[src/rtl/uart_clock_arbiter_pkg.sv]
// Shared definitions for the UART clock arbiter: the FSM state encoding and
// the default parameter values used by the interface, the divider and the top.
package uart_clock_arbiter_pkg;

  localparam int DEF_NREQ     = 2;   // requesters sharing the divider (2..8)
  localparam int DEF_PERIOD_W = 32;  // tick period width, in hwclk cycles
  localparam int DEF_COUNT_W  = 8;   // tick-count request width

  typedef enum logic [1:0] {
    IDLE = 2'd0,
    LOAD = 2'd1,
    RUN  = 2'd2,
    DONE = 2'd3
  } state_t;

endpackage

[src/rtl/uart_clock_arbiter_if.sv]
// Bundle of the requester-facing signals of the UART clock arbiter.
//   req     : per-requester level request, held until done or abandoned
//   period  : per-requester tick period (slice i belongs to requester i)
//   nticks  : per-requester number of ticks wanted
//   grant   : one-hot owner of the divider, or all zero
//   tick    : one-cycle pulse at each period expiry
//   clk_out : square wave toggling on every tick
//   done    : one-cycle pulse to the owner on completion
//   busy    : high whenever the arbiter is not idle
// master = requester side, slave = arbiter side.
interface uart_clock_arbiter_if
  import uart_clock_arbiter_pkg::*;
#(
  parameter int NREQ     = DEF_NREQ,
  parameter int PERIOD_W = DEF_PERIOD_W,
  parameter int COUNT_W  = DEF_COUNT_W
);

  logic [NREQ-1:0]          req;
  logic [NREQ*PERIOD_W-1:0] period;
  logic [NREQ*COUNT_W-1:0]  nticks;
  logic [NREQ-1:0]          grant;
  logic                     tick;
  logic                     clk_out;
  logic [NREQ-1:0]          done;
  logic                     busy;

  modport master (
    output req, period, nticks,
    input  grant, tick, clk_out, done, busy
  );

  modport slave (
    input  req, period, nticks,
    output grant, tick, clk_out, done, busy
  );

endinterface

[src/rtl/uart_clock_arbiter_tick_div.sv]
// Tick divider shared by all requesters.
//   hwclk, resetn : clock and async active-low reset
//   clear         : the current cycle is LOAD, so the next running cycle is count 0
//   run           : the next cycle is a running (RUN) cycle
//   period        : latched period; an effective period of max(period,1) is used
//   tick          : registered, high in every running cycle whose count is P-1
//   clk_out       : toggles on the same edge that raises tick; never cleared
//                   except by reset, so it keeps its level between jobs
// The count and tick are computed one edge ahead so that tick is a register
// and still lands in the very first RUN cycle when P is 1.
module tick_div
  import uart_clock_arbiter_pkg::*;
#(
  parameter int PERIOD_W = DEF_PERIOD_W
) (
  input  logic                hwclk,
  input  logic                resetn,
  input  logic                clear,
  input  logic                run,
  input  logic [PERIOD_W-1:0] period,
  output logic                tick,
  output logic                clk_out
);

  logic [PERIOD_W-1:0] cnt;
  logic [PERIOD_W-1:0] cnt_d;
  logic [PERIOD_W-1:0] last_cnt;
  logic                tick_d;

  // A zero period behaves as a period of one: tick every running cycle.
  assign last_cnt = (period == '0) ? '0 : period - PERIOD_W'(1);

  // NOTE: every signal written here gets a default first, so no path leaves
  // it unassigned and no latch is inferred.
  always_comb begin
    cnt_d  = '0;
    tick_d = 1'b0;
    if (run) begin
      if (clear || cnt == last_cnt) begin
        cnt_d = '0;
      end else begin
        cnt_d = cnt + PERIOD_W'(1);
      end
      tick_d = (cnt_d == last_cnt);
    end
  end

  // NOTE: sequential state uses non-blocking assignments so every flop
  // samples the pre-edge values regardless of statement order.
  always_ff @(posedge hwclk or negedge resetn) begin
    if (!resetn) begin
      cnt     <= '0;
      tick    <= 1'b0;
      clk_out <= 1'b0;
    end else begin
      cnt     <= cnt_d;
      tick    <= tick_d;
      clk_out <= clk_out ^ tick_d;
    end
  end

endmodule

[src/rtl/uart_clock_arbiter.sv]
// Round-robin arbiter that lends one tick divider to NREQ requesters.
//   hwclk, resetn : clock and async active-low reset
//   bus           : requester bundle (req/period/nticks in; grant/tick/
//                   clk_out/done/busy out), see uart_clock_arbiter_if
// A winner is chosen in IDLE starting after the previous owner, its period
// and tick count are latched, and the divider runs until the requested number
// of ticks has been produced (done pulse) or the owner drops req (silent
// abort). All outputs are registered.
module uart_clock_arbiter
  import uart_clock_arbiter_pkg::*;
#(
  parameter int NREQ     = DEF_NREQ,
  parameter int PERIOD_W = DEF_PERIOD_W,
  parameter int COUNT_W  = DEF_COUNT_W
) (
  input logic                 hwclk,
  input logic                 resetn,
  uart_clock_arbiter_if.slave bus
);

  localparam int OWN_W = $clog2(NREQ);
  typedef logic [OWN_W-1:0] own_t;

  state_t              state;
  state_t              state_d;
  own_t                owner;
  own_t                last_owner;
  own_t                winner;
  own_t                idx;
  logic                found;
  logic [PERIOD_W-1:0] period_l;
  logic [COUNT_W-1:0]  nticks_l;
  logic [COUNT_W-1:0]  tick_cnt;
  logic                owner_req;
  logic                last_tick;
  logic                abort;
  logic                div_clear;
  logic                div_run;
  logic                tick;
  logic                clk_out;
  logic [NREQ-1:0]     grant_q;
  logic [NREQ-1:0]     grant_d;
  logic [NREQ-1:0]     done_q;
  logic [NREQ-1:0]     done_d;
  logic                busy_q;
  logic                busy_d;

  // Round-robin search: first active request after last_owner, wrapping.
  always_comb begin
    found  = 1'b0;
    winner = last_owner;
    idx    = '0;
    for (int k = 1; k <= NREQ; k++) begin
      idx = own_t'((int'(last_owner) + k) % NREQ);
      if (!found && bus.req[idx]) begin
        found  = 1'b1;
        winner = idx;
      end
    end
  end

  assign owner_req = bus.req[owner];
  assign abort     = (state == LOAD || state == RUN) && !owner_req;
  // Only evaluated in RUN, where nticks_l is at least one.
  assign last_tick = tick && (tick_cnt == nticks_l - COUNT_W'(1));

  // State register.
  always_ff @(posedge hwclk or negedge resetn) begin
    if (!resetn) begin
      state <= IDLE;
    end else begin
      state <= state_d;
    end
  end

  // Next-state logic. Losing the owner's request wins over completion.
  always_comb begin
    state_d = state;
    unique case (state)
      IDLE: if (found) state_d = LOAD;
      LOAD: begin
        if (!owner_req)            state_d = IDLE;
        else if (nticks_l == '0)   state_d = DONE;
        else                       state_d = RUN;
      end
      RUN: begin
        if (!owner_req)            state_d = IDLE;
        else if (last_tick)        state_d = DONE;
      end
      DONE:                        state_d = IDLE;
      default:                     state_d = IDLE;
    endcase
  end

  // Owner bookkeeping and the job parameters latched at grant time; later
  // changes on period/nticks are ignored until the next grant.
  always_ff @(posedge hwclk or negedge resetn) begin
    if (!resetn) begin
      owner      <= '0;
      last_owner <= own_t'(NREQ - 1);
      period_l   <= '0;
      nticks_l   <= '0;
      tick_cnt   <= '0;
    end else begin
      if (state == IDLE && found) begin
        owner    <= winner;
        period_l <= bus.period[int'(winner)*PERIOD_W +: PERIOD_W];
        nticks_l <= bus.nticks[int'(winner)*COUNT_W +: COUNT_W];
      end
      if (state == LOAD) begin
        tick_cnt <= '0;
      end else if (state == RUN && tick) begin
        tick_cnt <= tick_cnt + COUNT_W'(1);
      end
      if (state == DONE || abort) begin
        last_owner <= owner;
      end
    end
  end

  // Output decode from the upcoming state; registered below.
  always_comb begin
    grant_d = grant_q;
    done_d  = '0;
    busy_d  = (state_d != IDLE);
    if (state_d == IDLE) begin
      grant_d = '0;
    end else if (state == IDLE) begin
      grant_d         = '0;
      grant_d[winner] = 1'b1;
    end
    if (state_d == DONE) begin
      done_d[owner] = 1'b1;
    end
  end

  always_ff @(posedge hwclk or negedge resetn) begin
    if (!resetn) begin
      grant_q <= '0;
      done_q  <= '0;
      busy_q  <= 1'b0;
    end else begin
      grant_q <= grant_d;
      done_q  <= done_d;
      busy_q  <= busy_d;
    end
  end

  assign div_clear = (state == LOAD);
  assign div_run   = (state_d == RUN);

  tick_div #(
    .PERIOD_W (PERIOD_W)
  ) u_tick_div (
    .hwclk   (hwclk),
    .resetn  (resetn),
    .clear   (div_clear),
    .run     (div_run),
    .period  (period_l),
    .tick    (tick),
    .clk_out (clk_out)
  );

  assign bus.grant   = grant_q;
  assign bus.done    = done_q;
  assign bus.busy    = busy_q;
  assign bus.tick    = tick;
  assign bus.clk_out = clk_out;

endmodule

[src/flat_wrapper.sv]
// flat-port wrapper written by rule: the top's interface ports become plain ports
module uart_clock_arbiter_flat import uart_clock_arbiter_pkg::*;
#(
  parameter int NREQ     = DEF_NREQ,
  parameter int PERIOD_W = DEF_PERIOD_W,
  parameter int COUNT_W  = DEF_COUNT_W
)
  (hwclk, resetn, bus_req, bus_period, bus_nticks, bus_grant, bus_tick, bus_clk_out, bus_done, bus_busy);
  uart_clock_arbiter_if #(.NREQ(NREQ), .PERIOD_W(PERIOD_W), .COUNT_W(COUNT_W)) bus_i ();
  input logic hwclk;
  input logic resetn;
  input wire logic [$bits(bus_i.req)-1:0] bus_req;
  input wire logic [$bits(bus_i.period)-1:0] bus_period;
  input wire logic [$bits(bus_i.nticks)-1:0] bus_nticks;
  output wire logic [$bits(bus_i.grant)-1:0] bus_grant;
  output wire logic [$bits(bus_i.tick)-1:0] bus_tick;
  output wire logic [$bits(bus_i.clk_out)-1:0] bus_clk_out;
  output wire logic [$bits(bus_i.done)-1:0] bus_done;
  output wire logic [$bits(bus_i.busy)-1:0] bus_busy;
  assign bus_i.req = bus_req;
  assign bus_i.period = bus_period;
  assign bus_i.nticks = bus_nticks;
  assign bus_grant = bus_i.grant;
  assign bus_tick = bus_i.tick;
  assign bus_clk_out = bus_i.clk_out;
  assign bus_done = bus_i.done;
  assign bus_busy = bus_i.busy;
  uart_clock_arbiter #(.NREQ(NREQ), .PERIOD_W(PERIOD_W), .COUNT_W(COUNT_W)) u_core (.hwclk(hwclk), .resetn(resetn), .bus(bus_i));
endmodule
[config.mk]
export PLATFORM = sky130hd
export DESIGN_NAME = uart_clock_arbiter_flat
export DESIGN_NICKNAME = d
export VERILOG_FILES = /design/src/rtl/uart_clock_arbiter_pkg.sv /design/src/rtl/uart_clock_arbiter_if.sv /design/src/rtl/uart_clock_arbiter_tick_div.sv /design/src/rtl/uart_clock_arbiter.sv /design/src/flat_wrapper.sv
export SDC_FILE = /design/constraint.sdc
export NUM_CORES = 1
export LEC_CHECK = 0
export ABC_CLOCK_PERIOD_IN_PS = 3750
export CAP_MARGIN = 10
export CORE_MARGIN = 2
export CORE_UTILIZATION = 52
export CTS_BUF_LIST = sky130_fd_sc_hd__clkbuf_4 sky130_fd_sc_hd__clkbuf_8
export CTS_CLUSTER_DIAMETER = 120
export DETAILED_ROUTE_END_ITERATION = 8
export HOLD_SLACK_MARGIN = 0.02
export PLACE_DENSITY = 0.79
export SLEW_MARGIN = 20
export SYNTH_ARGS = -nofsm -noshare
export SYNTH_HDL_FRONTEND = slang
export SYNTH_SLANG_ARGS = --single-unit
[constraint.sdc]
create_clock -name hwclk -period 3.75 [get_ports hwclk]
set_input_delay 0.75 -clock hwclk [delete_from_list [all_inputs] [get_ports hwclk]]
set_output_delay 0.75 -clock hwclk [all_outputs]
set_load 0.05 [all_outputs]
==> results of run 1 <==
## state kept, by name, indices dropped and copies added, names as in the netlist
| name | flops |
|---|---|
| u_core.bus.busy | 1 |
| u_core.bus.done | 2 |
| u_core.bus.grant | 2 |
| u_core.last_owner | 1 |
| u_core.nticks_l | 8 |
| u_core.owner | 1 |
| u_core.period_l | 32 |
| u_core.state | 2 |
| u_core.tick_cnt | 8 |
| u_core.u_tick_div.clk_out | 1 |
| u_core.u_tick_div.cnt | 32 |
| u_core.u_tick_div.tick | 1 |
## timing repair
item / in CTS / in global routing
gates resized for setup: 1 / 17
buffers inserted: 0 / 2
pin swaps: 4 / 3
gates cloned: 0 / 0
endpoints found under the setup margin: 7 / 34
## report_power, final
| part | total, mW | internal, mW | switching (mW) |
|---|---|---|---|
| registers | 1.54 | 1.24 | 0.303 |
| logic | 3.20 | 1.38 | 1.82 |
| clock network | 0.755 | 0.399 | 0.355 |
## worst paths after layout
| check | startpoint | to | slack [ns] | depth (start not counted) |
|---|---|---|---|---|
| worst min register to register | u_core.last_owner | u_core.last_owner | 0.52 | 2 |
| min in group hwclk | u_core.last_owner | u_core.last_owner | 0.52 | 2 |
| worst max register to register | u_core.period_l[12] | u_core.u_tick_div.clk_out | 0.03 | 12 |
| max in group asynchronous | resetn | u_core.last_owner | 2.67 | 2 |
| worst max-delay path | u_core.period_l[12] | u_core.u_tick_div.clk_out | 0.03 | 12 |
| worst min-delay path | resetn | u_core.u_tick_div.cnt[1] | 0.32 | 1 |
## routing by layer
layer,up-vias,wire length [um],GRT usage (%)
met5,-,0,0
met4,0,791,10.83
met3,54,1750,4.481
met2,346,10050,49.79
met1,3437,10430,48.93
li1,3425,-,-
## metrics by stage
step / hold slack (ns) / util, % / total power [mW]
finish: 0.3150 / 68.47 / 5.493
global route: 0.3401 / 68.47 / 5.877
CTS: 0.3199 / 67.64 / 5.400
detailed placement: 0.5026 / 65.90 / 4.641
global placement: 0.4919 / 65.90 / 4.598
floorplan: 0.4544 / - / 3.443
## cells in the mapped netlist, drive strengths merged (3+ instances only)
cell	n	area, um2
nor4	32	236.5
a221oi	4	35.03
nand4	26	162.7
clkbuf	44	165.2
o2111ai	4	35.03
and2	3	18.77
nand4b	4	35.03
and3	9	56.30
o221ai	4	35.03
inv	23	86.33
o211ai	5	37.54
or3	8	50.05
mux2i	41	410.4
nor3b	4	30.03
buf	11	76.32
o41ai	3	26.28
nand2	78	292.8
mux2	3	33.78
o22ai	6	37.54
xor2	40	357.8
a21o	3	22.52
a222oi	4	40.04
nand2b	10	62.56
nor4b	6	58.80
xnor2	45	394.1
nor2	84	315.3
nand3	32	160.2
or2	5	31.28
dfrtp	90	2252
a31oi	7	43.79
nor3	33	170.2
o21ai	72	360.3
ha	9	112.6
or4	15	127.6
a22oi	7	52.55
a211oi	3	27.52
a21oi	23	115.1
nor2b	11	68.82
and4	8	72.57
o31ai	4	30.03
## cell families after synthesis
kind of cell               Yosys count
adders and majority gates            9
and+or+nand+nor                    373
muxes                               44
AOI/OAI and AO/OA                  171
buffers and inverters               78
xor gates and xnor gates            86
DFF                                 91
## layout by cell type (no fill, tap or decap), types with 32 or more instances in the layout
master             n
nand3_1           32
o21ai_0           68
mux2i_1           41
dfrtp_1           90
xnor2_1           44
nand2_1           77
buf_4            104
clkdlybuf4s50_1   89
xor2_1            37
nor2_1            84
## area by class of cell
type / count / area (um2) / share of cell area, %
clock buffers: 12 / 146.4 / 1.614
clock inverters: 4 / 76.32 / 0.8417
well taps: 176 / 220.2 / 2.429
repair buffers: 195 / 1712 / 18.88
inverters: 23 / 86.33 / 0.9521
flip-flops and latches: 91 / 2278 / 25.13
multi-input cells: 683 / 4548 / 50.16
## critical path, stage by stage, from the launching register on
cell and delay, ns:
dfrtp_1 0.38, or4_4 0.56, or4_4 0.48, buf_4 0.19, nor2_1 0.22, xor2_2 0.18
or3_1 0.40, o41ai_1 0.32, buf_4 0.18, a21oi_1 0.07, nor4b_1 0.28, and4_4 0.29
xor2_2 0.12
==> impl_metrics.xml, run 1 <==
<?xml version="1.0" encoding="UTF-8"?>
<metrics>
  <group name="run">
    <metric name="timing.max_cap.violations" unit="">0</metric>
  </group>
  <group name="floorplanning">
    <metric name="dieHeight" unit="um">120.3</metric>
    <metric name="core" unit="um2">13240</metric>
    <metric name="die_width" unit="um">120.3</metric>
    <metric name="floorplan.die_area" unit="um2">14460</metric>
    <metric name="initial_utilization" unit="%">53.08</metric>
    <metric name="floorplan.io_pins" unit="">91</metric>
    <metric name="number_of_placement_rows" unit="">42</metric>
  </group>
  <group name="grt">
    <metric name="grt_antenna_before_repair" unit="">1</metric>
    <metric name="grt_pass1_vias" unit="">6757</metric>
    <metric name="grt_start_max_net_pins" unit="">81</metric>
    <metric name="grt.overflow.total" unit="">0</metric>
    <metric name="grt_pass1_wl" unit="um">37080</metric>
    <metric name="total_routing_usage_gr" unit="%">33.01</metric>
  </group>
  <group name="layout">
    <metric name="syn_to_final_growth" unit="%">29.00</metric>
    <metric name="layout.filler_cells" unit="">1108</metric>
    <metric name="number_of_diodes" unit="">0</metric>
    <metric name="final_cells" unit="">1184</metric>
    <metric name="postLayoutCellArea" unit="um2">9067</metric>
    <metric name="nets" unit="">1096</metric>
    <metric name="drive_above_1_share" unit="%">16.47</metric>
  </group>
  <group name="power">
    <metric name="max-vdd-ir-drop" unit="mV">0.3731</metric>
    <metric name="leakagePower" unit="nW">3.704</metric>
    <metric name="power.density_cell_area" unit="nW/um2">605.8</metric>
  </group>
  <group name="timing">
    <metric name="report.final.setup_viol" unit="">0</metric>
    <metric name="timing_hold_violations_final" unit="">0</metric>
    <metric name="timing.final.crit_period" unit="ns">3.723</metric>
    <metric name="timing.max_slew.rel_slack" unit="%">36.75</metric>
    <metric name="post-route-worst-setup-slack" unit="ns">0.02662</metric>
    <metric name="grt_setup_unrepaired" unit="">true</metric>
    <metric name="final-max-slew-violation-count" unit="">0</metric>
    <metric name="tns" unit="ns">0</metric>
    <metric name="fin_crit_sh" unit="%">99.29</metric>
    <metric name="fmaxAchievable" unit="MHz">268.6</metric>
    <metric name="worst-slew-pin-transition" unit="ns">0.9452</metric>
    <metric name="clock-skew-final" unit="ns">0.01497</metric>
  </group>
  <group name="cts">
    <metric name="worstSkewPairLatency" unit="ns">0.38</metric>
    <metric name="clk_path_buf_depth" unit="">2</metric>
    <metric name="clock_tree.root_cell" unit="">clkbuf_8</metric>
    <metric name="holdBufCountCts" unit="">0</metric>
    <metric name="cts_buffers" unit="">9</metric>
    <metric name="htree_num_levels" unit="">3</metric>
    <metric name="clkTransAtPathRegs" unit="ns">0.09</metric>
    <metric name="clock_sink_count" unit="">91</metric>
    <metric name="clock_tree_from_tritoncts" unit="">done</metric>
  </group>
  <group name="logic_synthesis">
    <metric name="synthXorXnorAreaFrac" unit="%">11.02</metric>
    <metric name="yosys.cell_types.count" unit="">71</metric>
    <metric name="synth_async_sr_flop_share" unit="%">100.0</metric>
    <metric name="synth_simple_gate_area_share" unit="%">28.34</metric>
    <metric name="synth.cell_area" unit="um2">7029</metric>
    <metric name="synth.net_count" unit="">945</metric>
    <metric name="synth_area_per_cell" unit="um2">8.250</metric>
    <metric name="synth_adder_area_share" unit="%">1.602</metric>
    <metric name="synthCells" unit="">852</metric>
    <metric name="yosys_warnings" unit="">0</metric>
    <metric name="synthMuxAreaShare" unit="%">6.319</metric>
    <metric name="combinational_family_with_the_most_area_after_synthesis" unit="">simple AND/OR/NAND/NOR gates</metric>
    <metric name="synth_seq_area_share" unit="%">32.41</metric>
    <metric name="synth_compound_area_share" unit="%">15.65</metric>
    <metric name="synth_enable_flop_cells" unit="">0</metric>
    <metric name="ys.flop_type" unit="">dfrtp_1</metric>
    <metric name="ys_ff_latch" unit="">91</metric>
  </group>
  <group name="drt">
    <metric name="drt-total-wl" unit="um">23020</metric>
    <metric name="final_antenna_net_count" unit="">0</metric>
    <metric name="vias" unit="">7262</metric>
    <metric name="vias_per_cell" unit="">6.133</metric>
    <metric name="dr.pass1.iters" unit="">6</metric>
    <metric name="drt_drc_violations_left" unit="">0</metric>
    <metric name="drtIter0Drc" unit="">751</metric>
    <metric name="post_drt_wl_per_cell" unit="um">19.44</metric>
  </group>
  <group name="placement">
    <metric name="gp_congestion" unit="">1.017</metric>
    <metric name="detailed_place_hpwl" unit="um">18260</metric>
    <metric name="detailedPlace.worstSlack" unit="ns">-0.09507</metric>
    <metric name="placed_cells" unit="">1166</metric>
    <metric name="place_area" unit="um2">8727</metric>
    <metric name="numPortBuffers" unit="">90</metric>
  </group>
  <group name="hold_path">
    <metric name="worstHoldPathType" unit="">in2async</metric>
  </group>
  <group name="setup_path">
    <metric name="path_max_fanout" unit="">7</metric>
    <metric name="criticalPathCategory" unit="">reg2reg</metric>
    <metric name="startpoint_types" unit="">register</metric>
    <metric name="arrival" unit="ns">4.04</metric>
    <metric name="timing.critical_path.required" unit="ns">4.06</metric>
    <metric name="end_kind" unit="">register</metric>
  </group>
  <group name="run_status">
    <metric name="run_status" unit="">complete, no violations</metric>
  </group>
</metrics>
(Power assumes the default switching activity.)
==> run 2, diff against run 1 <==
- CELL_PAD_IN_SITES_DETAIL_PLACEMENT: unset -> 0
- CELL_PAD_IN_SITES_GLOBAL_PLACEMENT: unset -> 1
- CORE_UTILIZATION: 52 -> 39
- PLACE_DENSITY: 0.79 -> unset
- PLACE_DENSITY_LB_ADDON: unset -> 0.1
==> run 2 against run 1 <==
Against the previous run: the run now ends with negative setup slack left; critical path depth decreased by 2; core utilization decreased by 15 points; total power increased by 4.5%; first-iteration DRC count decreased by 40%; via count increased by 0.23%; design area increased by 4.8%; sequential power about the same; worst hold slack got worse by 0.055 ns; largest cell class unchanged; highest routed layer unchanged.
==> impl_metrics.xml, run 2 (synthesized netlist as in run 1, its figures left out) <==
<?xml version="1.0" encoding="UTF-8"?>
<metrics>
  <group name="layout">
    <metric name="layout.cells.most_common_list" unit="">buf_4 (124), dfrtp_1 (90), clkdlybuf4s50_1 (89), nand2_1 (78)</metric>
    <metric name="syn_to_final_growth" unit="%">35.17</metric>
    <metric name="number_of_diodes" unit="">0</metric>
    <metric name="layout_commonest_cell" unit="">buf_4</metric>
    <metric name="reg_top3" unit="">u_core.period_l x32, u_core.u_tick_div.cnt x32</metric>
    <metric name="nets" unit="">1121</metric>
    <metric name="drive_above_1_share" unit="%">20.43</metric>
    <metric name="postLayoutCellArea" unit="um2">9502</metric>
  </group>
  <group name="drt">
    <metric name="drt-total-wl" unit="um">25830</metric>
    <metric name="vias_per_cell" unit="">5.768</metric>
    <metric name="vias" unit="">7279</metric>
    <metric name="post_drt_wl_per_cell" unit="um">20.47</metric>
    <metric name="final_antenna_net_count" unit="">0</metric>
    <metric name="drt_drc_violations_left" unit="">0</metric>
    <metric name="dr.pass1.iters" unit="">5</metric>
    <metric name="drtIter0Drc" unit="">447</metric>
  </group>
  <group name="grt">
    <metric name="grt_pass1_wl" unit="um">40160</metric>
    <metric name="grtUsageMet2" unit="%">39.84</metric>
    <metric name="grt_antenna_before_repair" unit="">0</metric>
    <metric name="grt.met3_usage" unit="%">2.771</metric>
    <metric name="grt_start_max_net_pins" unit="">83</metric>
    <metric name="routing_layer_with_the_top_usage_in_global_route" unit="">met2</metric>
    <metric name="globalRouteMet1Util" unit="%">38.94</metric>
    <metric name="grt.overflow.total" unit="">0</metric>
    <metric name="total_routing_usage_gr" unit="%">26.67</metric>
    <metric name="grt_pass1_vias" unit="">7114</metric>
  </group>
  <group name="setup_path">
    <metric name="path_max_fanout" unit="">8</metric>
    <metric name="timing.critical_path.required" unit="ns">4.03</metric>
    <metric name="criticalPathCategory" unit="">reg2reg</metric>
    <metric name="startpoint_types" unit="">register</metric>
    <metric name="arrival" unit="ns">4.06</metric>
    <metric name="end_kind" unit="">register</metric>
    <metric name="r2r_setup_slack" unit="ns">-0.03</metric>
  </group>
  <group name="timing">
    <metric name="post-route-worst-setup-slack" unit="ns">-0.03303</metric>
    <metric name="final-max-slew-violation-count" unit="">0</metric>
    <metric name="clock-skew-final" unit="ns">0.02013</metric>
    <metric name="grt_setup_unrepaired" unit="">true</metric>
    <metric name="timing_hold_violations_final" unit="">0</metric>
    <metric name="report.final.setup_viol" unit="">1</metric>
    <metric name="worst-slew-pin-transition" unit="ns">0.7937</metric>
    <metric name="fin_crit_sh" unit="%">100.9</metric>
    <metric name="whs" unit="ns">0.2602</metric>
    <metric name="timing.final.crit_period" unit="ns">3.783</metric>
    <metric name="timing.max_slew.rel_slack" unit="%">46.34</metric>
    <metric name="fmaxAchievable" unit="MHz">264.3</metric>
  </group>
  <group name="floorplanning">
    <metric name="dieHeight" unit="um">138.3</metric>
    <metric name="floorplan.io_pins" unit="">91</metric>
    <metric name="floorplan.die_area" unit="um2">19110</metric>
    <metric name="initial_utilization" unit="%">39.40</metric>
    <metric name="core" unit="um2">17840</metric>
    <metric name="number_of_placement_rows" unit="">49</metric>
    <metric name="die_width" unit="um">138.3</metric>
  </group>
  <group name="cts">
    <metric name="clk_path_buf_depth" unit="">2</metric>
    <metric name="cts_buffers" unit="">9</metric>
    <metric name="htree_num_levels" unit="">3</metric>
    <metric name="clkTransAtPathRegs" unit="ns">0.10</metric>
    <metric name="holdBufCountCts" unit="">0</metric>
    <metric name="clock_tree_from_tritoncts" unit="">done</metric>
    <metric name="clock_tree.root_cell" unit="">clkbuf_8</metric>
    <metric name="worstSkewPairLatency" unit="ns">0.39</metric>
    <metric name="clock_sink_count" unit="">91</metric>
  </group>
  <group name="placement">
    <metric name="detailed_place_hpwl" unit="um">20380</metric>
    <metric name="gp_congestion" unit="">0.9772</metric>
    <metric name="numPortBuffers" unit="">90</metric>
    <metric name="place_area" unit="um2">8936</metric>
  </group>
  <group name="run_status">
    <metric name="run_status" unit="">complete, but fails checks</metric>
    <metric name="failed_checks" unit="">negative setup slack</metric>
  </group>
  <group name="power">
    <metric name="leakagePower" unit="nW">3.917</metric>
    <metric name="power.density_cell_area" unit="nW/um2">604.1</metric>
    <metric name="max-vdd-ir-drop" unit="mV">0.4557</metric>
  </group>
  <group name="run">
    <metric name="timing.max_cap.violations" unit="">0</metric>
  </group>
  <group name="hold_path">
    <metric name="worstHoldPathType" unit="">in2async</metric>
  </group>
</metrics>
==> run 2: layer usage <==
metal | vias to the layer above | share of wire (%)
li1 | 3464 | -
met2 | 272 | 43
met1 | 3489 | 47
met5 | - | 0
met3 | 54 | 5.1
met4 | 0 | 4.4
==> run 2: timing repair <==
item | CTS | global route
gates resized for setup | 10 | 44
endpoints found under the setup margin | 34 | 34
setup buffers | 1 | 4
endpoints found under the hold margin | 0 | 0
gates cloned | 0 | 3
pin swaps | 5 | 9
==> run 2: layout make-up <==
type	instances	area, um2
Sequential cell	91	2278
Tap cell	229	286.5
Multi-Input combinational cell	683	4656
Timing Repair Buffer	220	1958
Clock buffer	11	151.4
Clock inverter	5	85.08
Inverter	23	86.33
Fill cell	1723	8339
==> run 2: power by group <==
group          internal (mW)  switching (mW)  leakage, nW  total (mW)
clock                  0.414           0.387        0.116       0.801
sequential              1.24           0.303         1.19        1.54
combinational           1.46            1.94         2.61        3.40
==> run 2: stage by stage <==
| step | std cells | total power, mW | TNS (ns) | utilization [%] | setup slack (ns) |
|---|---|---|---|---|---|
| global placement | 1238 | 4.726 | -8.256 | 50.09 | -0.2606 |
| global route | 1262 | 6.142 | -1.421 | 53.26 | -0.1509 |
| floorplan | 852 | 3.443 | 0 | - | 0.01570 |
| detailed placement | 1238 | 4.783 | -6.096 | 50.09 | -0.2140 |
| finish | 1262 | 5.740 | -0.03303 | 53.26 | -0.03303 |
| CTS | 1255 | 5.627 | 0 | 51.75 | 0.005163 |
==> run 2: final timing paths <==
| kind | start | endpoint | depth (start not counted) |
|---|---|---|---|
| setup / recovery | u_core.period_l[12] | u_core.u_tick_div.clk_out | 10 |
| hold / removal | resetn | u_core.u_tick_div.cnt[8] | 1 |
| setup reg to reg | u_core.period_l[12] | u_core.u_tick_div.clk_out | 10 |
| hold reg to reg | u_core.last_owner | u_core.last_owner | 2 |
| max in group asynchronous | resetn | u_core.last_owner | 2 |
| min in group hwclk | u_core.last_owner | u_core.last_owner | 2 |
==> run 2: worst max-delay path: stages (launching register included) <==
cell and delay, ns:
dfrtp_1 0.39, or4_4 0.56, or4_4 0.57, or4_4 0.59
a31o_4 0.27, a211oi_2 0.20, nand4_1 0.20, nor3_2 0.21
mux2_2 0.36, and4_4 0.20, xor2_2 0.14
